## config.mk

```make
export PLATFORM = sky130hd
export DESIGN_NAME = logic_consistency_check
export DESIGN_NICKNAME = d
export VERILOG_FILES = /design/src/rtl/logic_result_checker_pkg.sv /design/src/rtl/logic_result_checker_check.sv
export SDC_FILE = /design/constraint.sdc
export NUM_CORES = 1
export LEC_CHECK = 0
export CORE_UTILIZATION = 25
export DETAILED_ROUTE_END_ITERATION = 8
export PLACE_DENSITY_LB_ADDON = 0.3
export SLEW_MARGIN = 5
export SYNTH_ARGS = -nofsm -noshare
export SYNTH_HDL_FRONTEND = slang
export SYNTH_SLANG_ARGS = --single-unit
```

## constraint.sdc

```tcl
create_clock -name vclk -period 1.38
set_clock_uncertainty 0.2 [all_clocks]
set_input_delay 0.138 -clock vclk [all_inputs]
set_output_delay 0.138 -clock vclk [all_outputs]
set_load 0.05 [all_outputs]
```

## src/rtl/logic_result_checker_pkg.sv

```systemverilog
// Shared types and constants for the logic result checker: FSM states,
// error-mask bit positions, counter width and counter update helpers.
package logic_result_checker_pkg;

    // Checker operating state: RUN accepts result sets, HALT refuses them.
    typedef enum logic [0:0] {
        RUN  = 1'b0,
        HALT = 1'b1
    } state_e;

    // Bit positions inside the per-verdict error mask.
    localparam int NAND_BIT = 0;
    localparam int NOR_BIT  = 1;
    localparam int XNOR_BIT = 2;
    localparam int XOR_BIT  = 3;
    localparam int MASK_W   = 4;

    // Verdict and error counters.
    localparam int CNT_W = 16;
    localparam logic [CNT_W-1:0] CNT_ZERO = {CNT_W{1'b0}};
    localparam logic [CNT_W-1:0] CNT_ONE  = {{(CNT_W-1){1'b0}}, 1'b1};
    localparam logic [CNT_W-1:0] CNT_MAX  = {CNT_W{1'b1}};

    // Increment that rolls over from all-ones back to zero.
    function automatic logic [CNT_W-1:0] wrap_inc(input logic [CNT_W-1:0] value);
        return value + CNT_ONE;
    endfunction

    // Increment that sticks at all-ones instead of rolling over.
    function automatic logic [CNT_W-1:0] sat_inc(input logic [CNT_W-1:0] value);
        logic [CNT_W-1:0] result;
        if (value == CNT_MAX) begin
            result = value;
        end else begin
            result = value + CNT_ONE;
        end
        return result;
    endfunction

endpackage : logic_result_checker_pkg

```

## src/rtl/logic_result_checker_check.sv

```systemverilog
// Purely combinational consistency check of six W-bit logic results.
// Each mask bit flags one relation that does not hold:
//   NAND_BIT : nand is not the complement of and
//   NOR_BIT  : nor is not the complement of or
//   XNOR_BIT : xnor is not the complement of xor
//   XOR_BIT  : xor differs from (or & ~and), or and has a bit that or lacks
module logic_consistency_check
    import logic_result_checker_pkg::*;
#(
    parameter int W = 8
) (
    input  logic [W-1:0]      and_in,
    input  logic [W-1:0]      nand_in,
    input  logic [W-1:0]      or_in,
    input  logic [W-1:0]      nor_in,
    input  logic [W-1:0]      xor_in,
    input  logic [W-1:0]      xnor_in,
    output logic [MASK_W-1:0] err_mask
);

    logic [W-1:0] xor_ref_s;
    logic [W-1:0] and_excess_s;

    // Reference xor derived from and/or, plus and bits not covered by or.
    always_comb begin
        xor_ref_s    = or_in & ~and_in;
        and_excess_s = and_in & ~or_in;
    end

    // Evaluate each relation into its own mask bit.
    always_comb begin
        err_mask           = {MASK_W{1'b0}};
        err_mask[NAND_BIT] = (nand_in != ~and_in);
        err_mask[NOR_BIT]  = (nor_in != ~or_in);
        err_mask[XNOR_BIT] = (xnor_in != ~xor_in);
        err_mask[XOR_BIT]  = (xor_in != xor_ref_s) || (and_excess_s != {W{1'b0}});
    end

endmodule : logic_consistency_check

```

==> flow_metrics.tcl, run 1 <==
set metrics [dict create \
    outcome "complete, but fails checks" \
    violations "setup timing" \
    drv_cap 0 \
    cp-endpoint "err_mask[3]" \
    drt-vias-per-instance 4.490 \
    slew_viol_final 0 \
    core-area_mm2 0.001745 \
    syn_nets 112 \
    io_pins 52 \
    postPlaceCellArea_mm2 0.001120 \
    synth_area_per_cell_um2 7.312 \
    die_w_um 45.27 \
    worst_setup_path_end_kind "output pin" \
    grt_pass1_wl_um 2829 \
    netlist_top_cells_count "xnor2_1 (32), nor4_1 (8), nand2b_1 (7), inv_1 (5), nand2_1 (3)" \
    fin_ws_ps -170.3 \
    syn2layout_area_growth_pct 184.5 \
    drc_errors 0 \
    period_minus_slack_ps 1550 \
    nClkBuffers 0 \
    max_freq_ghz 0.6450 \
    cp.buffers_inverters 2 \
    cp_common_cell "buf_6" \
    tns_ps -184.1 \
    finalNetCount 180 \
    grt_max_degree 4 \
    pre_cts_slack_ps -598.0 \
    firstDrtPassIters 4 \
    start_kind "input port" \
    relSlewSlack_pct 81.66 \
    grt_pass1_vias 742 \
    cellPowerDensity_mw_per_mm2 294.9 \
    required_ps 1040 \
    rsz0062_at_grt "true" \
    cp_top_family "simple AND/OR/NAND/NOR gates" \
    arrival_ps 1210 \
    crit_fanout 3 \
    vias 696 \
    dpl.hpwl_um 1540 \
    grt_usage_pct 18.81 \
    fillCellCount 122 \
    startpoint "and_in[1]" \
    seq_area_frac_synth_pct 0 \
    antenna_found_initial 0 \
    chipHeight_um 45.27 \
    finalCritPeriodShare_pct 112.3 \
    netlist_area_um2 467.9 \
    synth_most_common_cell "xnor2_1" \
    seq_area_um2 0 \
    yosys.area.top_type "xnor2_1" \
    drt_wl_total_um 1983 \
    slowest_stage "nor4_2" \
    max_stage_delay_ps 310 \
    n_antenna_cell 0 \
    synthTopCellsByArea "xnor2_1 (60%), nor4_1 (11%), nand2b_1 (9.4%)" \
    crit_cells 6 \
    crit_type "input port to output pin" \
    multi_input_area_um2 675.6 \
    hp-class "input port to output pin" \
    drtAntennaViolNets 0 \
    synth.top_cell.area_share_pct 59.89 \
    wl_per_cell_um 12.79 \
    cp_cell_sequence "buf_6 -> or2b_4 -> xnor2_2 -> nor4_2 -> nand3_2 -> buf_6" \
    stdcell_area_mm2 0.001331 \
    numPortBuffers 52 \
    row_count 15 \
    max_slew.worst_pin.slew_ps 272.9 \
    drive_gt1_share_pct 56.92 \
    final_hold_viol_count 0 \
    peakVddDrop_mv 0.1669 \
    finalPower_uw 392.6 \
    grt.overflow.total 0 \
    start_util_pct 26.81 \
    drt_iter0_drc 5 \
    synthesis.instances 64 \
    finalSetupViolCount 2 \
    p_leak_nw 0.6031 \
    synth_cell_type_count 11 \
    gp_congestion 0.6824 \
    holdWs_ps 518.0 \
    seq_cell_count 0 \
    die-area_mm2 0.002049 \
    cts_setup_buffers 0 \
    ys.warnings.count 0 \
]
==> cell families (layout without fill, tap and decap cells) <==
group	count (synthesis)	in the layout	synth area share [%]
XOR/XNOR	32	32	59.89
AND/OR/NAND/NOR	24	24	31.55
buffers and inverters	5	71	4.011
AO/OA/AOI/OAI	3	3	4.545
==> per-stage QoR <==
step | util [%] | std cells
global placement | 64.16 | 155
floorplan | - | 64
detailed placement | 64.16 | 155
finish | 76.27 | 155
global route | 76.27 | 155
CTS | 73.41 | 155
==> per-layer routing <==
| layer | part of all wire (%) | global-route usage [%] | up-vias |
|---|---|---|---|
| met1 | 36 | 19.66 | 309 |
| met3 | 7.7 | 2.400 | 2 |
| li1 | - | - | 348 |
| met5 | 0 | 0 | - |
| met2 | 55 | 40.58 | 37 |
| met4 | 1.2 | 0 | 0 |
==> where the power goes <==
part,internal (mW),total [mW],switching [mW]
clock network,0,0,0
logic,0.247,0.393,0.145
registers,0,0,0
total,0.247,0.393,0.145
==> worst min-delay path, stage by stage <==
cell and delay [ps]:
buf_8 80, xnor2_2 110, nor4_2 40, nand3_2 60, buf_6 150
==> worst min-delay path by stage <==
stage | start | to | depth (start not counted)
final | xor_in[3] | err_mask[3] | 5
after global placement | nand_in[0] | err_mask[0] | 5
after global routing | xor_in[3] | err_mask[3] | 5
after CTS | xor_in[3] | err_mask[3] | 5
after floorplan | xor_in[1] | err_mask[3] | 3
after detailed placement | nand_in[4] | err_mask[0] | 5
==> layout make-up <==
| cell class | instances | area share (%) |
|---|---|---|
| inverter | 5 | 1.410 |
| multi-input combinational | 59 | 50.75 |
| tap | 25 | 2.350 |
| timing repair buffer | 66 | 45.49 |
==> what timing repair did <==
item,4_1_cts,5_1_grt
endpoints found under the setup margin,4,4
pin swaps,32,13
endpoints found under the hold margin,0,0
resized for setup,154,33
hold buffers,0,0
==> cell usage in the layout (no fill, tap or decap), types with 2 or more instances in the layout <==
| cell | n |
|---|---|
| nand2b_1 | 2 |
| buf_4 | 3 |
| buf_6 | 21 |
| xnor2_2 | 14 |
| buf_2 | 8 |
| nand2b_4 | 5 |
| nor4_2 | 5 |
| or2b_4 | 2 |
| inv_1 | 5 |
| nor4_1 | 3 |
| xnor2_1 | 16 |
| clkdlybuf4s15_1 | 12 |
| dlygate4sd2_1 | 10 |
| buf_8 | 2 |
| xnor2_4 | 2 |
| clkbuf_2 | 7 |
| or2b_1 | 2 |
| o22ai_1 | 2 |
| nand2_1 | 3 |
| clkdlybuf4s15_2 | 3 |
No activity file was read; power rests on OpenSTA's default activity.
==> inputs of run 2 (changes only) <==
--- a/config.mk
+++ b/config.mk
@@ -5,6 +5,8 @@
 export SDC_FILE = /design/constraint.sdc
 export NUM_CORES = 1
 export LEC_CHECK = 0
+export CAP_MARGIN = 20
+export CORE_MARGIN = 10
 export CORE_UTILIZATION = 25
 export DETAILED_ROUTE_END_ITERATION = 8
 export PLACE_DENSITY_LB_ADDON = 0.3
==> run 2 against run 1 <==
  * The flow still finishes with violations (setup timing)
  * Sequential share of layout area is the same
  * Final cell count is the same
  * Hold slack lost 1.5 ps
  * Global-route usage shrank 6.9 points
  * Worst setup slack lost 6.0 ps
  * First-iteration DRC count grew to 4.0 times the previous value
  * Design area shrank 3.9%
==> flow_metrics.tcl, run 2 (same netlist as run 1, synthesis figures left out) <==
set metrics [dict create \
    outcome "complete, but fails checks" \
    violations "setup timing" \
    crit_type "input port to output pin" \
    dp_cells 155 \
    drc_errors 0 \
    finalNetCount 180 \
    seq_cell_count 0 \
    drt_wl_total_um 2623 \
    p_leak_nw 0.5990 \
    fin_ws_ps -176.3 \
    required_ps 1040 \
    drive_gt1_share_pct 67.69 \
    hold-path-cell-count 5 \
    final_cells 155 \
    io_pins 52 \
    drt-vias-per-instance 4.594 \
    seq_area_um2 0 \
    firstDrtPassIters 3 \
    drv_cap 0 \
    nClkBuffers 0 \
    n_antenna_cell 0 \
    row_count 15 \
    period_minus_slack_ps 1556 \
    numPortBuffers 52 \
    final_hold_viol_count 0 \
    start_kind "input port" \
    antenna_found_initial 0 \
    pre_cts_slack_ps -581.6 \
    cts_setup_buffers 0 \
    finalSetupViolCount 1 \
    final_cell_mix "clkbuf_2 (17), xnor2_2 (16), buf_6 (15)" \
    grt_usage_pct 11.89 \
    chipHeight_um 63.27 \
    hp-class "input port to output pin" \
    cellPowerDensity_mw_per_mm2 307.0 \
    dpl.hpwl_um 1977 \
    grt_max_degree 4 \
    slew_viol_final 0 \
    grt_pass1_wl_um 4002 \
    max_slew.worst_pin.slew_ps 284.0 \
    final_common_cell "clkbuf_2" \
    arrival_ps 1220 \
    max_freq_ghz 0.6426 \
    grt.overflow.total 0 \
    rsz0062_at_grt "true" \
    die_w_um 63.27 \
    die-area_mm2 0.004002 \
    wl_per_cell_um 16.92 \
    gp_congestion 0.7105 \
    drt_iter0_drc 20 \
    holdWs_ps 516.5 \
    syn2layout_area_growth_pct 173.5 \
    drtAntennaViolNets 0 \
    worst_setup_path_end_kind "output pin" \
    stdcell_area_mm2 0.001280 \
    grt_pass1_vias 847 \
    crit_fanout 2 \
    relSlewSlack_pct 80.91 \
    peakVddDrop_mv 0.1572 \
    postLayoutCoreUtil_pct 73.33 \
    core-area_mm2 0.001745 \
    cts-hold-fix-buffers 0 \
    postPlaceCellArea_mm2 0.001120 \
    finalCritPeriodShare_pct 112.8 \
    holdCritStartpoint "xor_in[3]" \
    vias 712 \
    holdPathEnd "err_mask[3]" \
    start_util_pct 26.81 \
]
-- run 2: cell count changes in the layout (fill, tap and decap cells not counted), sizes merged --
cell,before,now
buf,34,36
dlygate4sd2,10,5
clkdlybuf4s15,15,8
clkbuf,7,17
-- run 2: per-stage QoR --
| step | setup TNS [ps] | total power, mW |
|---|---|---|
| 2_1_floorplan | -36.57 | 0.1161 |
| 3_3_place_gp | -1512 | 0.3217 |
| 3_5_place_dp | -1588 | 0.3265 |
| 4_1_cts | -167.0 | 0.3526 |
| 5_1_grt | -312.2 | 0.4181 |
| 6_report | -176.3 | 0.3929 |
-- run 2: worst max path at each step --
stage                     depth (start not counted)  slack [ps]       from     endpoint
after global placement                            6        -550   or_in[0]  err_mask[3]
final                                             6        -180   or_in[0]  err_mask[3]
after global routing                              6        -230   or_in[0]  err_mask[3]
after floorplan                                   4         -40   or_in[4]  err_mask[3]
after CTS                                         6        -160  and_in[1]  err_mask[3]
after detailed placement                          6        -580  and_in[4]  err_mask[3]
-- run 2: critical path: stages --
cell and delay, ps:
buf_2 100, or2b_4 270, xnor2_2 140, nor4_2 290
nand3_2 110, buf_8 170
-- run 2: cell type report --
cell class,count,area [um^2]
tap,25,31.28
timing repair buffer,66,520.5
multi-input combinational,59,709.4
fill,146,465.4
inverter,5,18.77
-- run 2: what timing repair did --
item	in CTS	in global routing
gates cloned	0	0
pin swaps	30	21
endpoints found under the setup margin	4	4
hold endpoints to repair	0	0
gates resized for setup	145	55
-- run 2: report_power, final --
group | leakage [nW] | switching, mW | total [mW] | internal [mW]
combinational | 0.599 | 0.156 | 0.393 | 0.237
clock | 0 | 0 | 0 | 0
sequential | 0 | 0 | 0 | 0
-- run 2: per-layer routing --
| metal | vias to the layer above | wire, um | GRT usage (%) |
|---|---|---|---|
| li1 | 345 | - | - |
| met1 | 325 | 1070 | 13.78 |
| met2 | 40 | 1344 | 22.97 |
| met3 | 2 | 193 | 2.297 |
| met4 | 0 | 14 | 0 |
| met5 | - | 0 | 0 |
